[config.mk]
export PLATFORM = sky130hd
export DESIGN_NAME = obstacle_scheduler
export DESIGN_NICKNAME = d
export VERILOG_FILES = /design/src/rtl/obstacle_sched_pkg.sv /design/src/rtl/obstacle_scheduler_lfsr16.sv /design/src/rtl/obstacle_scheduler.sv
export SDC_FILE = /design/constraint.sdc
export NUM_CORES = 1
export LEC_CHECK = 0
export BUFFER_PORTS_ARGS = -buffer_cell sky130_fd_sc_hd__buf_2
export CORE_MARGIN = 1.5
export CORE_UTILIZATION = 50
export DETAILED_ROUTE_END_ITERATION = 8
export PLACE_DENSITY = 0.75
export SYNTH_ARGS = -nofsm -noshare
export SYNTH_HDL_FRONTEND = slang
export SYNTH_HIERARCHICAL = 1
export SYNTH_SLANG_ARGS = --single-unit
export TNS_END_PERCENT = 30
[constraint.sdc]
create_clock -name Clock -period 5.7 [get_ports Clock]
set_input_delay 0.285 -clock Clock [delete_from_list [all_inputs] [get_ports Clock]]
set_output_delay 0.285 -clock Clock [all_outputs]
set_load 0.02 [all_outputs]
[src/rtl/obstacle_sched_pkg.sv]
// Shared state encoding, widths and default timing for the obstacle scheduler.
package obstacle_sched_pkg;

  typedef enum logic [1:0] {
    ST_IDLE = 2'd0,
    ST_WAIT = 2'd1,
    ST_REQ  = 2'd2
  } state_e;

  localparam int         LANE_W    = 2;
  localparam int         LEVEL_W   = 4;
  localparam logic [3:0] LEVEL_MAX = 4'd15;

  localparam int          DEF_BASE_INTERVAL = 50_000_000;
  localparam int          DEF_INTERVAL_STEP = 2_500_000;
  localparam int          DEF_MIN_INTERVAL  = 12_500_000;
  localparam int          DEF_LEVEL_POINTS  = 10;
  localparam int          DEF_TICK_BASE     = 1_000_000;
  localparam int          DEF_TICK_STEP     = 50_000;
  localparam int          DEF_TICK_MIN      = 250_000;
  localparam logic [15:0] DEF_LFSR_SEED     = 16'hACE1;

  // Period shrinks linearly with level but never wraps and never drops below the floor.
  function automatic logic [31:0] floored_period(input logic [31:0]        base,
                                                 input logic [31:0]        step,
                                                 input logic [LEVEL_W-1:0] lvl,
                                                 input logic [31:0]        floor_v);
    logic [31:0] dec;
    dec = step * 32'(lvl);
    if (dec >= base || (base - dec) < floor_v) floored_period = floor_v;
    else                                       floored_period = base - dec;
  endfunction

endpackage

[src/rtl/obstacle_scheduler_lfsr16.sv]
// 16-bit Fibonacci LFSR (taps 16,14,13,11), free-running from the seed.
module lfsr16 (
  input  logic        Clock,
  input  logic        Resetn,
  input  logic [15:0] seed,
  output logic [15:0] q
);

  logic [15:0] q_q;

  // NOTE: sequential state uses non-blocking <= so every flop samples pre-edge values.
  // NOTE: reset is synchronous; it only takes effect on a rising Clock edge.
  always_ff @(posedge Clock) begin
    if (!Resetn) q_q <= seed;
    else         q_q <= {q_q[14:0], q_q[15] ^ q_q[13] ^ q_q[12] ^ q_q[10]};
  end

  assign q = q_q;

endmodule

[src/rtl/obstacle_scheduler.sv]
// Paces obstacle spawns and the advance tick, both speeding up with the score-derived level.
module obstacle_scheduler
  import obstacle_sched_pkg::*;
#(
  parameter int          NUM_LANES     = 3,
  parameter int          BASE_INTERVAL = DEF_BASE_INTERVAL,
  parameter int          INTERVAL_STEP = DEF_INTERVAL_STEP,
  parameter int          MIN_INTERVAL  = DEF_MIN_INTERVAL,
  parameter int          LEVEL_POINTS  = DEF_LEVEL_POINTS,
  parameter int          TICK_BASE     = DEF_TICK_BASE,
  parameter int          TICK_STEP     = DEF_TICK_STEP,
  parameter int          TICK_MIN      = DEF_TICK_MIN,
  parameter logic [15:0] LFSR_SEED     = DEF_LFSR_SEED
) (
  input  logic               Clock,
  input  logic               Resetn,
  input  logic               enable,
  input  logic [15:0]        score,
  input  logic               spawn_ack,
  output logic               spawn_req,
  output logic [LANE_W-1:0]  spawn_lane,
  output logic [LEVEL_W-1:0] level,
  output logic               move_tick
);

  state_e             state_q, state_d;
  logic [31:0]        cnt_q, cnt_d, ivl_q, ivl_d;
  logic [LANE_W-1:0]  lane_q, lane_d, last_q, last_d, prev_q, prev_d, cand;
  logic [LEVEL_W-1:0] level_q, level_d;
  logic [31:0]        tick_cnt_q, tick_cnt_d, tick_per_q, tick_per_d;
  logic               tick_q, tick_d;
  logic [31:0]        spawn_ivl, tick_ivl;
  logic [15:0]        score_lvl, lfsr_q;
  logic               unused_lfsr;

  function automatic logic [LANE_W-1:0] lane_inc(input logic [LANE_W-1:0] l);
    return (l == LANE_W'(NUM_LANES - 1)) ? '0 : l + LANE_W'(1);
  endfunction

  lfsr16 u_lfsr (.Clock(Clock), .Resetn(Resetn), .seed(LFSR_SEED), .q(lfsr_q));
  assign unused_lfsr = ^lfsr_q[15:LANE_W];

  assign score_lvl = score / 16'(LEVEL_POINTS);
  assign level_d   = (score_lvl > 16'(LEVEL_MAX)) ? LEVEL_MAX : score_lvl[LEVEL_W-1:0];

  assign spawn_ivl = floored_period(32'(BASE_INTERVAL), 32'(INTERVAL_STEP), level_q, 32'(MIN_INTERVAL));
  assign tick_ivl  = floored_period(32'(TICK_BASE), 32'(TICK_STEP), level_q, 32'(TICK_MIN));

  // Out-of-range candidate rotates past the last lane; a third repeat is bumped to the next lane.
  always_comb begin
    cand = lfsr_q[LANE_W-1:0];
    if (cand >= LANE_W'(NUM_LANES)) cand = lane_inc(last_q);
    if (cand == last_q && cand == prev_q) cand = lane_inc(cand);
  end

  // NOTE: every signal gets its default first, so no path can infer a latch.
  always_comb begin
    state_d = state_q;
    cnt_d   = cnt_q;
    ivl_d   = ivl_q;
    lane_d  = lane_q;
    last_d  = last_q;
    prev_d  = prev_q;
    if (!enable) begin
      state_d = ST_IDLE;
      cnt_d   = '0;
    end else begin
      unique case (state_q)
        ST_IDLE: begin
          state_d = ST_WAIT;
          cnt_d   = '0;
          ivl_d   = spawn_ivl;
        end
        ST_WAIT: begin
          if (cnt_q == ivl_q - 32'd1) begin
            state_d = ST_REQ;
            lane_d  = cand;
          end else begin
            cnt_d = cnt_q + 32'd1;
          end
        end
        ST_REQ: begin
          if (spawn_ack) begin
            state_d = ST_WAIT;
            cnt_d   = '0;
            ivl_d   = spawn_ivl;
            prev_d  = last_q;
            last_d  = lane_q;
          end
        end
        default: state_d = ST_IDLE;
      endcase
    end
  end

  // The tick period is only sampled at a reload, so a level change never truncates a tick.
  always_comb begin
    tick_cnt_d = tick_cnt_q;
    tick_per_d = tick_per_q;
    tick_d     = 1'b0;
    if (!enable) begin
      tick_cnt_d = '0;
      tick_per_d = tick_ivl;
    end else if (tick_cnt_q == tick_per_q - 32'd1) begin
      tick_d     = 1'b1;
      tick_cnt_d = '0;
      tick_per_d = tick_ivl;
    end else begin
      tick_cnt_d = tick_cnt_q + 32'd1;
    end
  end

  always_ff @(posedge Clock) begin
    if (!Resetn) begin
      state_q    <= ST_IDLE;
      cnt_q      <= '0;
      ivl_q      <= '0;
      lane_q     <= '0;
      last_q     <= '0;
      prev_q     <= '0;
      level_q    <= '0;
      tick_cnt_q <= '0;
      tick_per_q <= 32'(TICK_BASE);
      tick_q     <= 1'b0;
    end else begin
      state_q    <= state_d;
      cnt_q      <= cnt_d;
      ivl_q      <= ivl_d;
      lane_q     <= lane_d;
      last_q     <= last_d;
      prev_q     <= prev_d;
      level_q    <= level_d;
      tick_cnt_q <= tick_cnt_d;
      tick_per_q <= tick_per_d;
      tick_q     <= tick_d;
    end
  end

  assign spawn_req  = (state_q == ST_REQ);
  assign spawn_lane = lane_q;
  assign level      = level_q;
  assign move_tick  = tick_q;

endmodule
==> results.txt <==
Status -> completed
Worst Tran Pin Value -> 1.02 ns
Setup-failing EPs final -> 0
Crit path max-delay family -> compound AO/OA/AOI/OAI gates
DR vias -> 8861
Total Routed Length -> 22200 µm
Initial antenna violation count -> 0
Worst-path cell chain -> ha_1 -> ha_1 -> ha_1 -> a21o_1 -> a21oi_1 -> o21ai_0 -> a21oi_1 -> o21ai_0 -> a21oi_1 -> xnor2_1 -> o311ai_1 -> nand2_1 -> xnor2_1 -> nand3b_1 -> and4bb_2 -> o21ai_2 -> buf_4 -> o221a_2
Worst Skew -> 0.00643 ns
Drt drc -> 0
GP Congestion -> 0.868
Fin crit share -> 0.918
Global-route wire length before repair -> 37800 µm
Number of buffers created by CTS -> 17
Number of inserted diodes -> 0
Max-slew violation count -> 0
Dominant cell type by area after synthesis -> dfxtp_1
Critical path's largest stage delay -> 0.64 ns
Final Cell Area -> 10900 µm²
Min-delay worst type -> in -> reg
Number of buffers and inverters on the critical path -> 1
Syn_area_per_cell -> 7.99 µm²
Clk slew on worst S/H paths -> 0.06 ns
Setup ws final -> 0.470 ns
WHS Path Cells -> 3
Worst VDD drop -> 156 µV
Total core area -> 19500 µm²
Initial Util -> 0.510
Worst setup path category -> reg -> reg
Die H -> 144 µm
Largest cells by area after synthesis -> dfxtp_1 27%, xnor2_1 7.8%, xor2_1 7.5%
Synth Warn # -> 6
Ys flop type -> dfxtp_1
Worst R2R Setup Slack -> 0.47 ns
Fmax -> 191 MHz
Row Count -> 51
Synth unique cells -> 101
Critical Path End Type -> flip-flop
Post-detail-place hpwl -> 16100 µm
Placed cell areas -> 10300 µm²
Area fraction of the dominant cell type after synthesis -> 0.265
Worst Hold Margin -> 0.230 ns
Worst-skew pair later-pin latency -> 0.42 ns
Final worst path period need -> 5.23 ns
H-tree Lvls -> 4
Startpoint types -> flip-flop
Port buffer count -> 26
Post-Layout Cell Count -> 1537
RR Startpoint -> level[1]$_SDFF_PN0_
Num Clock Sinks -> 132
Die extent in x -> 144 µm
R2R depth -> 18
Io pins -> 28
Worst Hold Endpoint -> level[0]$_SDFF_PN0_
Leak -> 4.12 nW
Max-slew headroom -> 0.316
CTS root buffer -> clkbuf_16
HP Start -> score[1]
Sequential area share after synthesis -> 0.265
Per-cell routed wire length -> 14.4 µm
Post-CTS setup buffer count -> 0
Slowest CP cell -> dfxtp_1
DRT iter0 DRCs -> 531
Largest net degree at the start of global routing -> 51
Max Cap Viol -> 0
Initial DRT Pass Iterations -> 5
Synthesized instance count -> 1247
Layout cells sized above 1 -> 0.107
Fraction of registers with async set/reset -> 0
Die area -> 20800 µm²
Vias in the first global route -> 8217
FF+latch count, synth -> 132
Nets -> 1319
Routed Antenna Nets -> 0
Via/cell ratio -> 5.77
GRT overflow -> 0
Gr usage total -> 0.220
PD cells -> 276 nW/µm²
Clock buffer depth -> 2
RSZ-0062 raised after global routing -> false
Worst-path fanout max -> 19
Crit path DAT -> 5.54 ns
WP data required -> 6.01 ns
Post-synth EDFFs -> 0
Setup_tns -> 0 ns
TritonCTS clock tree -> built
Setup Slack @ Placement -> 0.531 ns
Placed cell count -> 1507
Mapped Area -> 9960 µm²
Area Growth Syn to Fin -> 8.97%
Reg2reg end -> ivl_q[15]$_SDFFE_PN0P_
Final hold violations -> 0
-- how the worst max path moves through the flow --
stage                              startpoint                     end  depth (start not counted)
after detailed placement  level[1]$_SDFF_PN0_  ivl_q[15]$_SDFFE_PN0P_                         20
after global routing      level[1]$_SDFF_PN0_   ivl_q[9]$_SDFFE_PN0P_                         18
after floorplan           level[2]$_SDFF_PN0_  ivl_q[19]$_SDFFE_PN0P_                         21
final                     level[1]$_SDFF_PN0_  ivl_q[15]$_SDFFE_PN0P_                         18
after global placement    level[1]$_SDFF_PN0_  ivl_q[17]$_SDFFE_PN0P_                         20
after CTS                 level[1]$_SDFF_PN0_  ivl_q[15]$_SDFFE_PN0P_                         18
-- synthesized netlist by cell type (all sizes together) (5+ instances only) --
master / number
a211o: 6
a211oi: 8
a21boi: 7
a21o: 8
a21oi: 54
a31oi: 14
and2: 8
and3: 22
and4: 9
buf: 16
clkbuf: 37
dfxtp: 132
ha: 35
inv: 42
mux2: 16
mux2i: 12
nand2: 96
nand2b: 15
nand3: 63
nand3b: 6
nand4: 20
nor2: 159
nor2b: 14
nor3: 39
nor4: 21
o211a: 5
o211ai: 13
o21ai: 48
o221a: 17
o22ai: 9
o311ai: 6
o31ai: 15
or2: 8
or3: 10
or4: 10
xnor2: 89
xor2: 85
-- timing repair --
action | CTS | global route
hold buffers | 0 | 0
endpoints found under the hold margin | 0 | 0
gates resized for setup | 0 | 2
setup endpoints to repair | 0 | 11
-- metrics by stage --
stage          utilization  power (W)
3_5_place_dp         0.526    0.00193
3_3_place_gp         0.526    0.00191
4_1_cts              0.555    0.00300
2_1_floorplan            -    0.00176
6_report             0.556    0.00299
5_1_grt              0.556    0.00316
-- registers in the layout, summed over array words and instances, names as in the netlist --
| register | flops |
|---|---|
| tick_per_q | 17 |
| cnt_q | 32 |
| prev_q | 2 |
| last_q | 2 |
| state_q | 2 |
| spawn_lane | 2 |
| u_lfsr/q | 16 |
| tick_cnt_q | 32 |
| level | 4 |
| ivl_q | 22 |
| move_tick | 1 |
-- power breakdown --
part / internal [W] / switching, W
Clock: 0.000661 / 0.000403
Sequential: 0.000974 / 0.0000612
Combinational: 0.000370 / 0.000524
-- cell families (layout without fill, tap and decap cells) --
family	Yosys count	in the layout	share of synthesized area
buffers and inverters	97	108	0.0426
AOI/OAI and AO/OA	264	264	0.198
DFF	132	132	0.265
adders and majority gates	38	38	0.0500
xor gates and xnor gates	174	174	0.153
other	2	16	0.000754
muxes	28	28	0.0332
and+or+nand+nor	512	512	0.257
-- layout by cell type, fill, tap and decap left out, types with 17 or more instances in the layout --
cell type    n
nand4_1     20
nand2_1     96
and3_1      22
nor2_1     157
nand3_1     63
o221a_2     17
inv_1       42
o21ai_0     41
clkbuf_16   17
ha_1        35
xor2_1      84
a21oi_1     54
buf_2       26
nor3_1      38
dfxtp_1    132
xnor2_1     89
nor4_1      19
-- cell type report --
class                   count  area (µm²)
fillers                  1843        8670
multi-input cells        1032        6960
flip-flops and latches    132        2640
clock buffers              22         464
well taps                 265         332
repair buffers             34         190
inverters                  44         165
clock inverters             8         101
-- worst reg2reg max path: stages, from the launching register on --
cell and delay [ns]:
dfxtp_1 0.64, ha_1 0.36, ha_1 0.34, ha_1 0.36, a21o_1 0.20, a21oi_1 0.21
o21ai_0 0.10, a21oi_1 0.22, o21ai_0 0.17, a21oi_1 0.36, xnor2_1 0.21, o311ai_1 0.52
nand2_1 0.25, xnor2_1 0.28, nand3b_1 0.09, and4bb_2 0.30, o21ai_2 0.05, buf_4 0.20
o221a_2 0.26
-- layer usage --
| metal | up-vias | GRT usage | wire [µm] |
|---|---|---|---|
| li1 | 4516 | - | - |
| met1 | 4118 | 0.289 | 10500 |
| met2 | 196 | 0.361 | 10400 |
| met3 | 31 | 0.0387 | 911 |
| met4 | 0 | 0.0771 | 344 |
| met5 | - | 0 | 0 |
(Power assumes the default switching activity.)
